$ cat src/rtl/forwarding_hazard_unit.sv
// forwarding_hazard_unit
//
// Forwarding-select and load-use hazard control for a 5-stage MIPS pipeline.
// The unit keeps a private shadow of the destination information of the
// instructions currently in EX and MEM. Because of this, it only needs the
// decode fields of the instruction in ID.
//
// Ports
//   i_clk         pipeline clock, rising-edge active
//   i_reset_n     asynchronous active-low reset
//   i_Enable      pipeline advance; 0 freezes all state (debug hold)
//   i_Id_Valid    ID holds a real instruction (0 = bubble / flushed)
//   i_Id_Rs/Rt    source register fields of the ID instruction
//   i_Id_UsesRs/Rt ID instruction actually reads rs / rt
//   i_Id_WriteReg resolved destination register of the ID instruction
//   i_Id_RegWrite ID instruction writes the register file
//   i_Id_MemRead  ID instruction is a load
//   o_ForwardA/B  registered ALU operand mux selects, valid during EX
//   o_Stall       combinational load-use stall (hold PC, IF/ID; bubble ID/EX)

module forwarding_hazard_unit #(
  parameter int unsigned     REG_ADDR_W = 5,
  parameter logic [1:0]      FWD_NONE   = 2'b00,
  parameter logic [1:0]      FWD_WB     = 2'b01,
  parameter logic [1:0]      FWD_MEM    = 2'b10
) (
  input  logic                  i_clk,
  input  logic                  i_reset_n,
  input  logic                  i_Enable,
  input  logic                  i_Id_Valid,
  input  logic [REG_ADDR_W-1:0] i_Id_Rs,
  input  logic [REG_ADDR_W-1:0] i_Id_Rt,
  input  logic                  i_Id_UsesRs,
  input  logic                  i_Id_UsesRt,
  input  logic [REG_ADDR_W-1:0] i_Id_WriteReg,
  input  logic                  i_Id_RegWrite,
  input  logic                  i_Id_MemRead,
  output logic [1:0]            o_ForwardA,
  output logic [1:0]            o_ForwardB,
  output logic                  o_Stall
);

  typedef struct packed {
    logic                  valid;
    logic [REG_ADDR_W-1:0] dst;
    logic                  regwrite;
    logic                  memread;
  } slot_t;

  slot_t      ex_q,    ex_d;
  slot_t      mem_q,   mem_d;
  logic [1:0] fwd_a_q, fwd_a_d;
  logic [1:0] fwd_b_q, fwd_b_d;

  logic       stall;

  // A slot can supply register r only if it will write r. Register 0 is
  // hard-wired to zero, so it never matches.
  function automatic logic slot_match(input slot_t s,
                                      input logic [REG_ADDR_W-1:0] r);
    return s.valid && s.regwrite && (s.dst == r) && (r != '0);
  endfunction

  // The EX producer is checked first because it is the most recent writer.
  // If it matches, it shadows any older value in MEM.
  function automatic logic [1:0] fwd_sel(input slot_t ex_s,
                                         input slot_t mem_s,
                                         input logic [REG_ADDR_W-1:0] r,
                                         input logic uses);
    logic [1:0] sel;
    sel = FWD_NONE;
    if (uses) begin
      if (slot_match(ex_s, r)) begin
        sel = FWD_MEM;
      end else if (slot_match(mem_s, r)) begin
        sel = FWD_WB;
      end
    end
    return sel;
  endfunction

  // A load in EX cannot forward until its data returns. Any ID consumer of
  // that load must therefore wait one cycle. The stall is gated by i_Enable,
  // so a debug hold never looks like a stall to the rest of the pipeline.
  always_comb begin
    stall = 1'b0;
    if (i_Enable && i_Id_Valid && ex_q.valid && ex_q.memread &&
        ex_q.regwrite && (ex_q.dst != '0)) begin
      stall = (i_Id_UsesRs && (ex_q.dst == i_Id_Rs)) ||
              (i_Id_UsesRt && (ex_q.dst == i_Id_Rt));
    end
  end

  always_comb begin
    ex_d    = ex_q;
    mem_d   = mem_q;
    fwd_a_d = fwd_a_q;
    fwd_b_d = fwd_b_q;

    if (i_Enable) begin
      mem_d = ex_q;

      if (stall || !i_Id_Valid) begin
        ex_d    = '0;
        fwd_a_d = FWD_NONE;
        fwd_b_d = FWD_NONE;
      end else begin
        ex_d.valid    = 1'b1;
        ex_d.dst      = i_Id_WriteReg;
        ex_d.regwrite = i_Id_RegWrite;
        ex_d.memread  = i_Id_MemRead;
        fwd_a_d       = fwd_sel(ex_q, mem_q, i_Id_Rs, i_Id_UsesRs);
        fwd_b_d       = fwd_sel(ex_q, mem_q, i_Id_Rt, i_Id_UsesRt);
      end
    end
  end

  always_ff @(posedge i_clk or negedge i_reset_n) begin
    if (!i_reset_n) begin
      ex_q    <= '0;
      mem_q   <= '0;
      fwd_a_q <= FWD_NONE;
      fwd_b_q <= FWD_NONE;
    end else begin
      ex_q    <= ex_d;
      mem_q   <= mem_d;
      fwd_a_q <= fwd_a_d;
      fwd_b_q <= fwd_b_d;
    end
  end

  assign o_ForwardA = fwd_a_q;
  assign o_ForwardB = fwd_b_q;
  assign o_Stall    = stall;

endmodule

$ cat config.mk
export PLATFORM = sky130hd
export DESIGN_NAME = forwarding_hazard_unit
export DESIGN_NICKNAME = d
export VERILOG_FILES = /design/src/rtl/forwarding_hazard_unit.sv
export SDC_FILE = /design/constraint.sdc
export NUM_CORES = 1
export LEC_CHECK = 0
export BUFFER_PORTS_ARGS = -buffer_cell sky130_fd_sc_hd__buf_2
export CAP_MARGIN = 0
export CORE_MARGIN = 2
export CORE_UTILIZATION = 45
export DETAILED_ROUTE_END_ITERATION = 10
export GPL_ROUTABILITY_DRIVEN = 0
export PLACE_DENSITY = 0.7
export REMOVE_ABC_BUFFERS = 1
export SYNTH_ARGS = -nofsm -noshare
export SYNTH_HDL_FRONTEND = slang
export SYNTH_SLANG_ARGS = --single-unit
$ cat constraint.sdc
create_clock -name i_clk -period 3.2 [get_ports i_clk]
set_input_delay 0.48 -clock i_clk [delete_from_list [all_inputs] [get_ports i_clk]]
set_output_delay 0.48 -clock i_clk [all_outputs]
set_load 0.02 [all_outputs]
# After elaboration in Yosys (flattened, before gate mapping)
# Index checks and enable logic that the tools add are counted.
# classes
n_reduce_logical	23
mux	10
eq_ne	4
# ops
cell	count
5-bit equality test	4
1-bit logical AND	17
5-bit nonzero test	3
2-bit 2-to-1 mux	6
8-bit 2-to-1 mux	1
1-bit 2-to-1 mux	3
1-bit logical OR	2
1-bit zero test	1
# totals
out_inout_bits	5
elab_cells	46
input_bits	23
regBits	19

# Logic depth before layout (Yosys ltp)
# logic_depth
depth_word	8
mapped_depth	6

# Worst setup path after synthesis
# No wires, ideal clock.
# synth_path
path_type	input-to-output
startpoint	input i_Id_Rs[4]
endpoint	output o_Stall
stages	5
required_ns	2.720
path_slack_ns	1.157
t_arrival_ns	1.563
cell_sequence	xor2_1 > nor3_1 > nand4_1 > a211oi_1 > buf_4
# synth_via
elab_chain_len	4
# synth_lines
element	line_no	rtl
start, declared	31	input logic [REG_ADDR_W-1:0] i_Id_Rs,
5-bit equality test	89	stall = (i_Id_UsesRs && (ex_q.dst == i_Id_Rs)) ||
1-bit logical AND	89	
1-bit logical OR	89	
1-bit 2-to-1 mux	87	if (i_Enable && i_Id_Valid && ex_q.valid && ex_q.memread &&
end, declared	40	output logic o_Stall
# No other way between the ends.

# Final worst setup path
# layout_path
startpoint	register ex_q[3] in the netlist's numbering
endpoint	output o_Stall
# layout_via
elab_chain_len	4
# layout_lines
element	line_no	rtl
start, declared	50	slot_t ex_q, ex_d;
start signal, assigned	120	ex_q <= '0;
start signal, assigned	125	ex_q <= ex_d;
5-bit equality test, on equally long branches	89, 90	
1-bit logical AND, on equally long branches	89, 90	
1-bit logical OR	89	
1-bit 2-to-1 mux *	87	
# Mark *: on every way between the ends. The rest lies on a longest branch, timed or not.

==> out/metrics.csv <==
metric,value,unit
first-pass iteration count of the detailed router,4,
Core Footprint,2250,sq um
Congestion Overflow GR,0,
Site Rows,17,
hold_ws,97.7,ps
ANT cells,0,
HP Class,primary input to async pin,
Die Area,2820,sq um
Final nets,162,
Critical Path Source Type,flip-flop,
most used cells in the layout excluding fill and tap cells,"buf_2 (27), dfrtp_1 (19), xor2_1 (14), inv_1 (12), nand2_1 (11)",
setup repair after global routing missed its margin,false,
launching element of the worst setup path,ex_q[3]$_DFFE_PN0P_,
outcome,finished clean,
worst-path fanout max,4,
H-tree levels,1,
clock latency on the worst-skew pair,300,ps
nature of the critical path endpoint,output port,
Post-route DRC,0,
drt first-iter violations,8,
final setup violating endpoints,0,
number of nets still failing antenna checks after routing,0,
crit path time final,2450,ps
number of antenna violations at the first check in global routing,0,
number of CTS-inserted buffers,3,
fraction of final layout cells sized beyond drive strength 1,32.6,%
synthesized cell area,1080,sq um
initial cell density of the core,48.1,%
"Reg clk slew, reported paths",120,ps
"Area growth, synth to finish",17.4,%
count of pins over their slew limit,0,
post-placement cell count,162,
via count of the routed design,857,
mean number of vias per cell,5.16,
number of endpoints with negative hold slack in the final report,0,
Worst Tran Pin Value,431,ps
Synthesis Warnings,0,
Final TNS setup,0,ps
static leakage power,0.590,nW
post-route core utilization,56.5,%
HPWL Detailed,1780,um
Setup WS post-layout,746,ps
number of cells upsized or downsized after cts,0,
critical setup path kind,flip-flop to output port,
Top-Level Pins,28,
most common library cell in the layout ignoring fill and taps,buf_2,
clock sink count,19,
global-route usage over all layers,19.9,%
average detailed-routed wire length per instance,13.7,um
launch point of the worst reg-to-reg path,ex_q[3]$_DFFE_PN0P_,
max-cap check violation count,0,
horizontal die dimension,53.1,um
worst vdd rail ir drop,0.305,mV
share of synthesized area occupied by flip-flops and latches,43.8,%
fmax,0.408,GHz
CP required,2720,ps
CTS Hold Bufs,0,
average instance area after synthesis,9.86,sq um
arrival time reported for the critical path endpoint,1970,ps
largest net degree at the start of global routing,22,
number of different library cells in the post-synthesis netlist,22,
power density cells,394,nW/um^2
Gate Count Post-Synth,110,
global-route wire length before repair,4010,um
vertical die dimension,53.1,um
Worst Setup Slack post-DPL,958,ps
number of synthesized register bits,19,
Layout Skew,7.61,ps
relative slew slack,71.3,%
CTS max path bufs,2,
fraction of the cycle the final worst path needs,76.7,%
vias in the first global route,896,
root buffer cell,clkbuf_4,
wire length reported by the detailed router,2280,um
clock tree from TritonCTS,done,
post-route non-filler standard cell count,166,
count of port buffers added during placement,27,
"Setup Fix Bufs, Post-CTS",0,
## flip-flops by register name, summed over array words and instances, names as in the netlist
register / flops
ex_q: 8
mem_q: 7
o_ForwardA: 2
o_ForwardB: 2
## where the power goes
part           internal [mW]  switching (mW)
Sequential             0.259          0.0196
Clock                 0.0476          0.0797
Combinational         0.0471          0.0493
Total                  0.353           0.149
## per-layer routing
metal	share of wire [%]	GRT usage [%]
met1	43	25.2
met3	5.6	6.21
met5	0	0
met2	51	33.8
met4	0.83	3.42
## worst paths after layout
kind | to | depth (start not counted) | slack (ps)
min in group i_clk | ex_q[5]$_DFFE_PN0P_ | 3 | 400
max | o_Stall | 5 | 750
max reg2reg | o_ForwardB[1]$_DFFE_PN0P_ | 6 | 1270
max in group asynchronous | mem_q[7]$_DFFE_PN0P_ | 1 | 2800
min | ex_q[1]$_DFFE_PN0P_ | 1 | 100
min reg2reg | ex_q[0]$_DFFE_PN0P_ | 2 | 540
## worst max-delay path, cell delays in order (launching register included)
cell and delay [ps]:
dfrtp_1 460, xor2_1 180, nor3_1 310, nand4_1 180, a211oi_1 320, buf_2 220
## cells by family after synthesis
family | share of synthesized area, %
AOI/OAI and AO/OA | 8.77
xor gates and xnor gates | 16.1
buffers and inverters | 5.88
DFF | 43.8
muxes | 7.27
and+or+nand+nor | 18.1
## Yosys cell counts, drive strengths merged
cell type,n,area share (%)
or4,4,3.5
a211oi,1,0.69
xnor2,6,4.8
clkbuf,3,1.0
mux2,7,7.3
or3,1,0.58
and2,1,0.58
o22ai,12,8.1
xor2,14,11
buf,1,0.69
nor3,2,0.92
inv,12,4.2
dfrtp,19,44
nand3,6,2.8
nand2,11,3.8
nor2,3,1.5
nor4b,2,1.6
nand4,3,1.7
nor4,2,1.2
## layout make-up
class,instances,area [sq um]
Multi-Input combinational cell,75,546
Tap cell,28,35.0
Timing Repair Buffer,28,143
Inverter,12,45.0
Clock inverter,1,7.51
Sequential cell,19,475
Clock buffer,3,22.5
Fill cell,214,981
## metrics by stage
stage	power, mW	area (sq um)
finish	0.502	1270
detailed placement	0.380	1240
CTS	0.507	1270
global route	0.533	1270
global placement	0.375	1240
floorplan	0.337	1070
No activity file was read; power rests on OpenSTA's default activity.
